--- src/rtl/imem_loader_pkg.sv ---
// Shared types for the instruction-memory boot loader.
// Optional checksum byte support is enabled with the macro IMEM_LOADER_CHECKSUM_EN.
package imem_loader_pkg;

    // Width of the big-endian word-count field at the head of every frame
    localparam int LEN_W = 16;

    // Byte position inside the 32-bit word currently being assembled
    typedef logic [1:0] lane_t;

    // Loader states; CHK only exists when the trailing checksum byte is expected
    typedef enum logic [2:0] {
        RUN,
        LEN_HI,
        LEN_LO,
        DATA,
`ifdef IMEM_LOADER_CHECKSUM_EN
        CHK,
`endif
        DONE,
        ERR
    } state_t;

endpackage

--- src/rtl/imem_word_packer.sv ---
// Packs a byte stream into big-endian 32-bit words.
// With IMEM_LOADER_CHECKSUM_EN defined it also keeps a running XOR of every byte.
module imem_word_packer (
    input  logic        clk,
    input  logic        reset,
    input  logic        clear,
    input  logic        in_valid,
    input  logic [7:0]  in_data,
    output logic        word_valid,
    output logic [31:0] word
`ifdef IMEM_LOADER_CHECKSUM_EN
    ,
    output logic [7:0]  xor_sum
`endif
);
    import imem_loader_pkg::*;

    logic [23:0] r_shift;
    lane_t       r_lane;
    logic        r_wordValid;
    logic [31:0] r_word;
`ifdef IMEM_LOADER_CHECKSUM_EN
    logic [7:0]  r_xor;
`endif

    // Shift bytes in MSB first; the fourth byte publishes the word for exactly one cycle
    always_ff @(posedge clk or posedge reset) begin
        if (reset) begin
            r_shift     <= '0;
            r_lane      <= '0;
            r_wordValid <= 1'b0;
            r_word      <= '0;
`ifdef IMEM_LOADER_CHECKSUM_EN
            r_xor       <= '0;
`endif
        end else if (clear) begin
            r_shift     <= '0;
            r_lane      <= '0;
            r_wordValid <= 1'b0;
`ifdef IMEM_LOADER_CHECKSUM_EN
            r_xor       <= '0;
`endif
        end else begin
            r_wordValid <= 1'b0;
            if (in_valid) begin
                r_shift <= {r_shift[15:0], in_data};
                r_lane  <= r_lane + 2'd1;
`ifdef IMEM_LOADER_CHECKSUM_EN
                r_xor   <= r_xor ^ in_data;
`endif
                if (r_lane == 2'd3) begin
                    r_wordValid <= 1'b1;
                    r_word      <= {r_shift, in_data};
                end
            end
        end
    end

    assign word_valid = r_wordValid;
    assign word       = r_word;
`ifdef IMEM_LOADER_CHECKSUM_EN
    assign xor_sum    = r_xor;
`endif

endmodule

--- src/rtl/imem_loader.sv ---
// Boot loader and address-port arbiter for the instruction RAM.
// Halts the CPU, receives a length-prefixed image over the UART byte stream,
// writes it word by word and restarts the CPU at PC 0.
// Optional trailing XOR checksum byte: define IMEM_LOADER_CHECKSUM_EN.
module imem_loader #(
    parameter int DEPTH       = 256,
    parameter int ADDR_W      = $clog2(DEPTH),
    parameter int TIMEOUT_CYC = 1_000_000
) (
    input  logic              clk,
    input  logic              reset,
    input  logic              load_req,
    input  logic [7:0]        rx_data,
    input  logic              rx_valid,
    input  logic [ADDR_W-1:0] cpu_addr,
    output logic [ADDR_W-1:0] imem_addr,
    output logic              imem_we,
    output logic [31:0]       imem_wdata,
    output logic              cpu_hold,
    output logic              cpu_restart,
    output logic              busy,
    output logic              error,
    output logic [ADDR_W:0]   words_loaded
);
    import imem_loader_pkg::*;

    localparam int IDLE_W = $clog2(TIMEOUT_CYC + 1);

    state_t              r_state;
    logic                r_cpuHold;
    logic                r_cpuRestart;
    logic                r_busy;
    logic                r_error;
    logic [ADDR_W-1:0]   r_ptr;
    logic [ADDR_W:0]     r_wordsLoaded;
    logic [LEN_W-1:0]    r_len;
    logic [LEN_W+1:0]    r_byteCnt;
    logic [IDLE_W-1:0]   r_idle;
`ifdef IMEM_LOADER_CHECKSUM_EN
    logic                r_chkHave;
    logic [7:0]          r_chkByte;
    logic [7:0]          w_xor;
    logic [7:0]          w_chkByte;
`endif

    logic [LEN_W-1:0]    w_n;
    logic                w_dataByte;
    logic                w_wordValid;
    logic [31:0]         w_word;
    logic [ADDR_W:0]     w_nextCount;
    logic                w_lastWord;
    logic                w_counting;
    logic                w_timeout;

    assign w_n         = {r_len[LEN_W-1:8], rx_data};
    assign w_dataByte  = (r_state == DATA) && rx_valid && !load_req &&
                         (r_byteCnt != {r_len, 2'b00});
    assign w_nextCount = r_wordsLoaded + (ADDR_W + 1)'(1);
    assign w_lastWord  = (LEN_W'(w_nextCount) == r_len);
`ifdef IMEM_LOADER_CHECKSUM_EN
    assign w_counting  = (r_state == LEN_LO) || (r_state == DATA) || (r_state == CHK);
    assign w_chkByte   = r_chkHave ? r_chkByte : rx_data;
`else
    assign w_counting  = (r_state == LEN_LO) || (r_state == DATA);
`endif
    assign w_timeout   = w_counting && !rx_valid && (r_idle == IDLE_W'(TIMEOUT_CYC - 1));

    imem_word_packer u_packer (
        .clk        (clk),
        .reset      (reset),
        .clear      (load_req),
        .in_valid   (w_dataByte),
        .in_data    (rx_data),
        .word_valid (w_wordValid),
        .word       (w_word)
`ifdef IMEM_LOADER_CHECKSUM_EN
        ,
        .xor_sum    (w_xor)
`endif
    );

    // Frame-parsing FSM with registered hold/restart/busy/error and write bookkeeping
    always_ff @(posedge clk or posedge reset) begin
        if (reset) begin
            r_state       <= RUN;
            r_cpuHold     <= 1'b0;
            r_cpuRestart  <= 1'b0;
            r_busy        <= 1'b0;
            r_error       <= 1'b0;
            r_ptr         <= '0;
            r_wordsLoaded <= '0;
            r_len         <= '0;
            r_byteCnt     <= '0;
            r_idle        <= '0;
`ifdef IMEM_LOADER_CHECKSUM_EN
            r_chkHave     <= 1'b0;
            r_chkByte     <= '0;
`endif
        end else begin
            r_cpuRestart <= 1'b0;

            if (load_req || rx_valid || !w_counting) begin
                r_idle <= '0;
            end else begin
                r_idle <= r_idle + IDLE_W'(1);
            end

            if (w_wordValid) begin
                r_ptr         <= r_ptr + ADDR_W'(1);
                r_wordsLoaded <= w_nextCount;
            end

            if (load_req) begin
                r_state       <= LEN_HI;
                r_cpuHold     <= 1'b1;
                r_busy        <= 1'b1;
                r_error       <= 1'b0;
                r_ptr         <= '0;
                r_wordsLoaded <= '0;
                r_byteCnt     <= '0;
`ifdef IMEM_LOADER_CHECKSUM_EN
                r_chkHave     <= 1'b0;
`endif
            end else begin
                case (r_state)
                    RUN: begin
                    end
                    LEN_HI: begin
                        if (rx_valid) begin
                            r_len[LEN_W-1:8] <= rx_data;
                            r_state          <= LEN_LO;
                        end
                    end
                    LEN_LO: begin
                        if (rx_valid) begin
                            r_len <= w_n;
                            if (int'(w_n) > DEPTH) begin
                                r_state <= ERR;
                                r_error <= 1'b1;
                                r_busy  <= 1'b0;
                            end else if (w_n == '0) begin
`ifdef IMEM_LOADER_CHECKSUM_EN
                                r_state <= CHK;
`else
                                r_state      <= DONE;
                                r_cpuRestart <= 1'b1;
                                r_busy       <= 1'b0;
`endif
                            end else begin
                                r_state <= DATA;
                            end
                        end else if (w_timeout) begin
                            r_state <= ERR;
                            r_error <= 1'b1;
                            r_busy  <= 1'b0;
                        end
                    end
                    DATA: begin
                        if (w_dataByte) begin
                            r_byteCnt <= r_byteCnt + (LEN_W + 2)'(1);
`ifdef IMEM_LOADER_CHECKSUM_EN
                        end else if (rx_valid && !r_chkHave) begin
                            r_chkHave <= 1'b1;
                            r_chkByte <= rx_data;
`endif
                        end
                        if (w_wordValid && w_lastWord) begin
`ifdef IMEM_LOADER_CHECKSUM_EN
                            r_state <= CHK;
`else
                            r_state      <= DONE;
                            r_cpuRestart <= 1'b1;
                            r_busy       <= 1'b0;
`endif
                        end else if (w_timeout) begin
                            r_state <= ERR;
                            r_error <= 1'b1;
                            r_busy  <= 1'b0;
                        end
                    end
`ifdef IMEM_LOADER_CHECKSUM_EN
                    CHK: begin
                        if (rx_valid || r_chkHave) begin
                            r_busy <= 1'b0;
                            if (w_chkByte == w_xor) begin
                                r_state      <= DONE;
                                r_cpuRestart <= 1'b1;
                            end else begin
                                r_state <= ERR;
                                r_error <= 1'b1;
                            end
                        end else if (w_timeout) begin
                            r_state <= ERR;
                            r_error <= 1'b1;
                            r_busy  <= 1'b0;
                        end
                    end
`endif
                    DONE: begin
                        r_state   <= RUN;
                        r_cpuHold <= 1'b0;
                    end
                    ERR: begin
                    end
                    default: begin
                        r_state <= RUN;
                    end
                endcase
            end
        end
    end

    assign imem_addr    = r_cpuHold ? r_ptr : cpu_addr;
    assign imem_we      = w_wordValid;
    assign imem_wdata   = w_word;
    assign cpu_hold     = r_cpuHold;
    assign cpu_restart  = r_cpuRestart;
    assign busy         = r_busy;
    assign error        = r_error;
    assign words_loaded = r_wordsLoaded;

endmodule

--- config.mk ---
export PLATFORM = sky130hd
export DESIGN_NAME = imem_loader
export DESIGN_NICKNAME = d
export VERILOG_FILES = /design/src/rtl/imem_loader_pkg.sv /design/src/rtl/imem_word_packer.sv /design/src/rtl/imem_loader.sv
export SDC_FILE = /design/constraint.sdc
export NUM_CORES = 1
export LEC_CHECK = 0
export CAP_MARGIN = 20
export CORE_ASPECT_RATIO = 0.5
export CORE_UTILIZATION = 30
export CTS_BUF_LIST = sky130_fd_sc_hd__clkbuf_4
export CTS_CLUSTER_SIZE = 14
export DETAILED_ROUTE_END_ITERATION = 8
export PLACE_DENSITY_LB_ADDON = 0.08
export SYNTH_ARGS = -nofsm -noshare
export SYNTH_HDL_FRONTEND = slang
export SYNTH_SLANG_ARGS = --single-unit
--- constraint.sdc ---
create_clock -name clk -period 4.76 [get_ports clk]
set_clock_uncertainty 0.15 [all_clocks]
set_input_delay 0.952 -clock clk [delete_from_list [all_inputs] [get_ports clk]]
set_output_delay 0.952 -clock clk [all_outputs]
set_load 0.02 [all_outputs]
==> results.cfg, run 1 <==
[status]
outcome = finished, final reports clean

[cts]
holdBufCountCts = 0
numCtsBuffers = 17
worstSkewPairLatency_ns = 0.55
h-tree-depth = 4
clockBufferDepth = 2
root_buffer = clkbuf_4
cts_setup_buffers = 0
cts_tree = done
clock-sinks = 137
path_clk_slew_ns = 0.14
ctsResizeCount = 0

[synth]
syn_nets = 647
syn_area_mm2 = 0.00661
syn_area_per_cell_um2 = 10.6
synth_cell_types = 47
ys_warn_count = 0
synth_edf_count = 0
synth-async-reset-ratio_pct = 100
synth_flop_cell = dfrtp_1
synth_top_area_cell = dfrtp_1
yosysTopAreaCellShare_pct = 51.9
syn_inst = 621
synth_top_cells_by_area = dfrtp_1, mux2_1, xnor2_1
ys_seq_elements = 137
synth-seq-area-share_pct = 51.9

[sta]
fin_ws_ns = 1.52
max_slew.worst_pin.slew_ns = 0.955
final.min_clock_period_ns = 3.24
final_hold_viol_count = 0
slew_viol_final = 0
rsz0062_at_grt = no
finalSetupTns_ns = 0
period_share_pct = 68.1
hold_ws_ns = 0.332
slew_headroom_pct = 36.1
setup_viol = 0
max_freq_mhz = 308

[worst_setup_path]
cp-end-kind = primary output
cp.required_ns = 3.66
cp-start-kind = input port
arrival_ns = 2.14
cp_slowest_cell = clkdlybuf4s50_1
crit_type = in2out
crit_chain = clkdlybuf4s50_1, mux2_2, clkdlybuf4s50_1
cp_max_fo = 1
critPathMaxStageDelay_ns = 0.54
crit_top_cell = clkdlybuf4s50_1

[route]
vias = 4955
firstDrtPassIters = 5
routedWlPerCell_um = 17.0
drt_wl_total_um = 16900
drc = 0
post_drt_via_cell_ratio = 4.97
first_iter_violations = 256
ant_nets = 0

[floorplan]
die_h_um = 107
die_w_um = 212
core-area_mm2 = 0.0211
fp.dieArea_mm2 = 0.0227
start_util_pct = 31.4
ios = 74
placementRows = 37

[power_and_ir_drop]
leakage_nw = 3.45
ir_drop_mv = 0.139
powerDensity_mw_per_mm2 = 307
finalPower_mw = 2.46

[final_layout]
areaGrowthSynthToFinish_pct = 21.2
final_nets = 718
fillers = 2125
diodes = 0
layout-drive-gt1-share_pct = 10.7

[grt]
antenna_found_initial = 1
grt.overflow.total = 0
grt_pass1_vias = 4931
grt_pass1_wl_um = 27800
grt_start_max_net_pins = 63
grtUsageTotal_pct = 16.0

[placed_design]
portBuffers = 73
post-place-ws_ns = 1.04
gp_congestion = 0.783
hpwl_um = 11600

[worst_hold_path]
hold_path_class = reg2reg

[job]
cap_viol_max_count = 0
==> path summary, 6_finish.rpt <==
kind | cells after the start | startpoint | slack [ns] | endpoint
setup / recovery | 3 | cpu_addr[5] | 1.52 | imem_addr[5]
hold / removal | 1 | u_packer.r_shift[4] | 0.33 | u_packer.word[12]
setup reg to reg | 6 | r_len[7] | 1.58 | u_packer.r_shift[10]
hold reg to reg | 1 | u_packer.r_shift[4] | 0.33 | u_packer.word[12]
max in group asynchronous | 3 | reset | 2.79 | r_len[0]
min in group asynchronous | 2 | reset | 0.71 | u_packer.word[13]
==> final cells by class <==
cell class / count / area, µm² / area share, %
sequential: 137 / 3430 / 42.8
multi-input combinational: 439 / 3000 / 37.5
timing repair buffer: 84 / 823 / 10.3
tap: 292 / 365 / 4.56
clock inverter: 13 / 203 / 2.53
clock buffer: 18 / 135 / 1.69
inverter: 13 / 52.6 / 0.656
==> layout by cell type (no fill, tap or decap), types with 4 or more instances in the layout <==
cell             instances
a21oi_1                 34
mux2i_1                 10
and3_1                   6
buf_4                    9
inv_1                   11
mux2_2                  25
nor2b_1                  4
o21ai_1                  5
nor3_1                  15
mux2_1                  33
nor4_1                   6
ha_1                     6
xnor2_1                 37
a31o_1                  10
or4_1                    7
clkbuf_4                18
or3_1                   15
a31o_2                   6
o21ai_0                 16
nand4_1                 22
dfrtp_1                137
nand2_1                 47
xor2_1                  24
bufinv_16                5
nand3_1                 22
and4_1                   4
nor2_1                  53
clkdlybuf4s50_1         73
==> cells by family (layout without fill, tap and decap cells) <==
group                      count (synthesis)  after routing  share of synthesized area (%)
xor gates and xnor gates                  61             61                           8.08
muxes                                     68             68                           11.4
buffers and inverters                     45            128                           2.69
and+or+nand+nor                          215            215                           16.3
AOI/OAI and AO/OA                         89             89                           8.50
DFF                                      137            137                           51.9
adders and majority gates                  6              6                           1.14
==> synth_stat cells, drive strengths merged, types with 2 or more instances <==
| library cell | count |
|---|---|
| a21oi | 34 |
| nand2 | 47 |
| mux2i | 10 |
| xor2 | 24 |
| or3 | 15 |
| a41o | 3 |
| dfrtp | 137 |
| nor3b | 3 |
| o31ai | 3 |
| o211ai | 2 |
| mux2 | 58 |
| and3 | 6 |
| nor2b | 4 |
| and4 | 4 |
| or4 | 7 |
| buf | 10 |
| a31oi | 3 |
| clkbuf | 22 |
| nand3 | 22 |
| nor3 | 15 |
| nand4 | 22 |
| or2 | 3 |
| a31o | 16 |
| and2 | 2 |
| nor4 | 6 |
| o21ai | 21 |
| inv | 13 |
| ha | 6 |
| nor2 | 53 |
| xnor2 | 37 |
| nand2b | 3 |
==> flip-flops by register name, summed over array words and instances (netlist names) <==
register	flops
words_loaded	9
cpu_hold	1
u_packer.word	32
r_ptr	8
error	1
r_byteCnt	18
r_idle	20
u_packer.word_valid	1
r_len	16
busy	1
r_state	3
u_packer.r_lane	2
cpu_restart	1
u_packer.r_shift	24
==> metrics by stage <==
stage                     cell area (µm²)  utilization (%)  cells
after floorplan                      6610                -    621
after global routing                 8010             38.0    996
after detailed placement             7670             36.4    964
after global placement               7670             36.4    964
final                                8010             38.0    996
after CTS                            8010             38.0    995
==> routing by layer <==
layer,wire length (µm),track usage [%],part of all wire [%]
met5,0,0,0
met4,135,3.78,0.80
met3,698,3.63,4.1
met2,7200,23.1,42
met1,8910,23.9,53
==> where the power goes <==
group | total (mW) | leakage (nW) | switching (mW) | internal (mW)
Sequential | 1.28 | 1.88 | 0.0683 | 1.21
Clock | 0.919 | 0.179 | 0.448 | 0.470
Combinational | 0.264 | 1.40 | 0.140 | 0.124
==> worst max-delay path, delay by kind of cell <==
kind	cells	cell delay, ns
multiplexers	1	0.26
buffers and inverters	2	0.93
No activity file was read; power rests on OpenSTA's default activity.
==> run 2, diff against run 1 <==
==> constraint.sdc (replaced) <==
create_clock -name clk -period 2.7 [get_ports clk]
set_clock_uncertainty 0.15 [all_clocks]
set_input_delay 0.54 -clock clk [delete_from_list [all_inputs] [get_ports clk]]
set_output_delay 0.54 -clock clk [all_outputs]
set_load 0.02 [all_outputs]
==> run 2 against run 1 <==
  * Sequential cell count is the same
  * Count of clock-buffer cells in the layout grew 1
  * Cell count grew 3.8%
  * Power grew 71%
  * Combinational power grew 96%
  * Sequential share of layout area shrank 1.4 points
  * First-iteration DRC count shrank 21%
  * Die area is the same
  * Critical path type is now reg2reg
  * Largest cell class unchanged
==> results.cfg, run 2 (synthesized netlist as in run 1, its figures left out) <==
[sta]
slew_headroom_pct = 63.5
rsz0062_at_grt = no
final_hold_viol_count = 0
period_share_pct = 95.0
max_freq_mhz = 390
setup_viol = 0
max_slew.worst_pin.slew_ns = 0.548
slew_viol_final = 0
finalSetupTns_ns = 0
hold_ws_ns = 0.258
final.min_clock_period_ns = 2.56

[cts]
cts_tree = done
h-tree-depth = 4
clock-sinks = 137
numCtsBuffers = 17
clockBufferDepth = 2
worstSkewPairLatency_ns = 0.55
path_clk_slew_ns = 0.13
root_buffer = clkbuf_4

[power_and_ir_drop]
powerDensity_mw_per_mm2 = 508
finalPower_mw = 4.21
ir_drop_mv = 0.258
leakage_nw = 3.76

[worst_setup_path]
r2r_start = r_idle[11]
r2r.worst_path.cells = 6
crit_end = r_state[1]
cp-start-kind = flip-flop
cp-end-kind = flip-flop
crit_start = r_idle[11]
cp.required_ns = 2.97
arrival_ns = 2.84
crit_type = reg2reg
worstReg2RegEnd = r_state[1]
cp_max_fo = 5
r2r_slack_ns = 0.14

[grt]
grt_pass1_vias = 4909
grt.overflow.total = 0
grt_start_max_net_pins = 95
grtUsageTotal_pct = 16.5
antenna_found_initial = 1
grt_pass1_wl_um = 28200

[route]
firstDrtPassIters = 4
routedWlPerCell_um = 16.6
ant_nets = 0
first_iter_violations = 202
post_drt_via_cell_ratio = 4.81
drc = 0
vias = 4969
drt_wl_total_um = 17200

[floorplan]
fp.dieArea_mm2 = 0.0227
placementRows = 37
die_w_um = 212
start_util_pct = 31.4
core-area_mm2 = 0.0211
ios = 74
die_h_um = 107

[final_layout]
final_nets = 754
layout_common_cells = dfrtp_1, clkdlybuf4s50_1, nor2_1
fillers = 2071
multi_input_area_mm2 = 0.00300
mostFrequentLayoutCell = dfrtp_1
layout-drive-gt1-share_pct = 15.0
areaGrowthSynthToFinish_pct = 25.4
stdcell_area_mm2 = 0.00829
register_area_mm2 = 0.00343
largest_reg_flops = 32

[placed_design]
hpwl_um = 12200
portBuffers = 73
placed_area_mm2 = 0.00796
gp_congestion = 0.800

[status]
outcome = finished, final reports clean

[job]
cap_viol_max_count = 0

[worst_hold_path]
hold_path_class = in2async
==> run 2: cell types whose count changed in the layout (fill, tap and decap cells not counted), moves of 2 or more <==
cell / delta
dlymetal6s2s_1: +8
clkdlybuf4s50_1: -8
buf_12: +2
clkinv_1: +2
buf_4: +35
bufinv_16: -2
==> run 2: what timing repair did <==
action	in CTS	in global routing
setup endpoints to repair	8	8
pin swaps	0	0
resized for setup	1	8
hold buffers	0	0
setup buffers	1	0
==> run 2: area by class of cell <==
class	instances	area share (%)
Clock buffer	19	1.72
Timing Repair Buffer	120	13.8
Antenna cell	1	0.0302
Inverter	13	0.634
Clock inverter	13	1.84
Multi-Input combinational cell	439	36.2
Sequential cell	137	41.4
Tap cell	292	4.41
==> run 2: worst max-delay path, stage by stage (launching register included) <==
cell and delay (ns):
dfrtp_1 0.45, nor4b_1 0.34, nand4_1 0.20, or4_1 0.59
mux2_2 0.27, and3_1 0.18, o31a_1 0.27
==> run 2: layer usage <==
layer  routed length (µm)  vias to the layer above  global-route usage [%]
li1                     -                     2436                       -
met1                 9090                     2436                    25.1
met2                 7100                       84                    22.9
met3                  822                       13                    3.66
met4                  158                        0                    4.76
met5                    0                        -                       0
==> run 2: power by group <==
part / internal, mW / switching [mW] / total [mW] / leakage (nW)
Sequential: 2.13 / 0.124 / 2.26 / 1.87
Clock: 0.655 / 0.782 / 1.44 / 0.155
Combinational: 0.265 / 0.253 / 0.518 / 1.73
==> run 2: how the worst min path moves through the flow <==
stage / start / endpoint / slack (ns)
6_report: reset / r_len[6] / 0.26
5_1_grt: reset / r_len[6] / 0.23
4_1_cts: reset / r_len[6] / 0.24
3_5_place_dp: u_packer.r_shift[5] / u_packer.word[13] / 0.32
3_3_place_gp: u_packer.r_shift[5] / u_packer.word[13] / 0.32
2_1_floorplan: u_packer.r_shift[14] / u_packer.word[22] / 0.31
==> run 2: stage by stage <==
stage / util [%] / worst slack (ns) / std cells
6_report: 39.4 / 0.135 / 1034
5_1_grt: 39.4 / 0.00482 / 1034
4_1_cts: 39.3 / 0.0234 / 1033
3_5_place_dp: 37.8 / -0.0969 / 1000
3_3_place_gp: 37.8 / -0.0902 / 1000
2_1_floorplan: - / 0.150 / 621
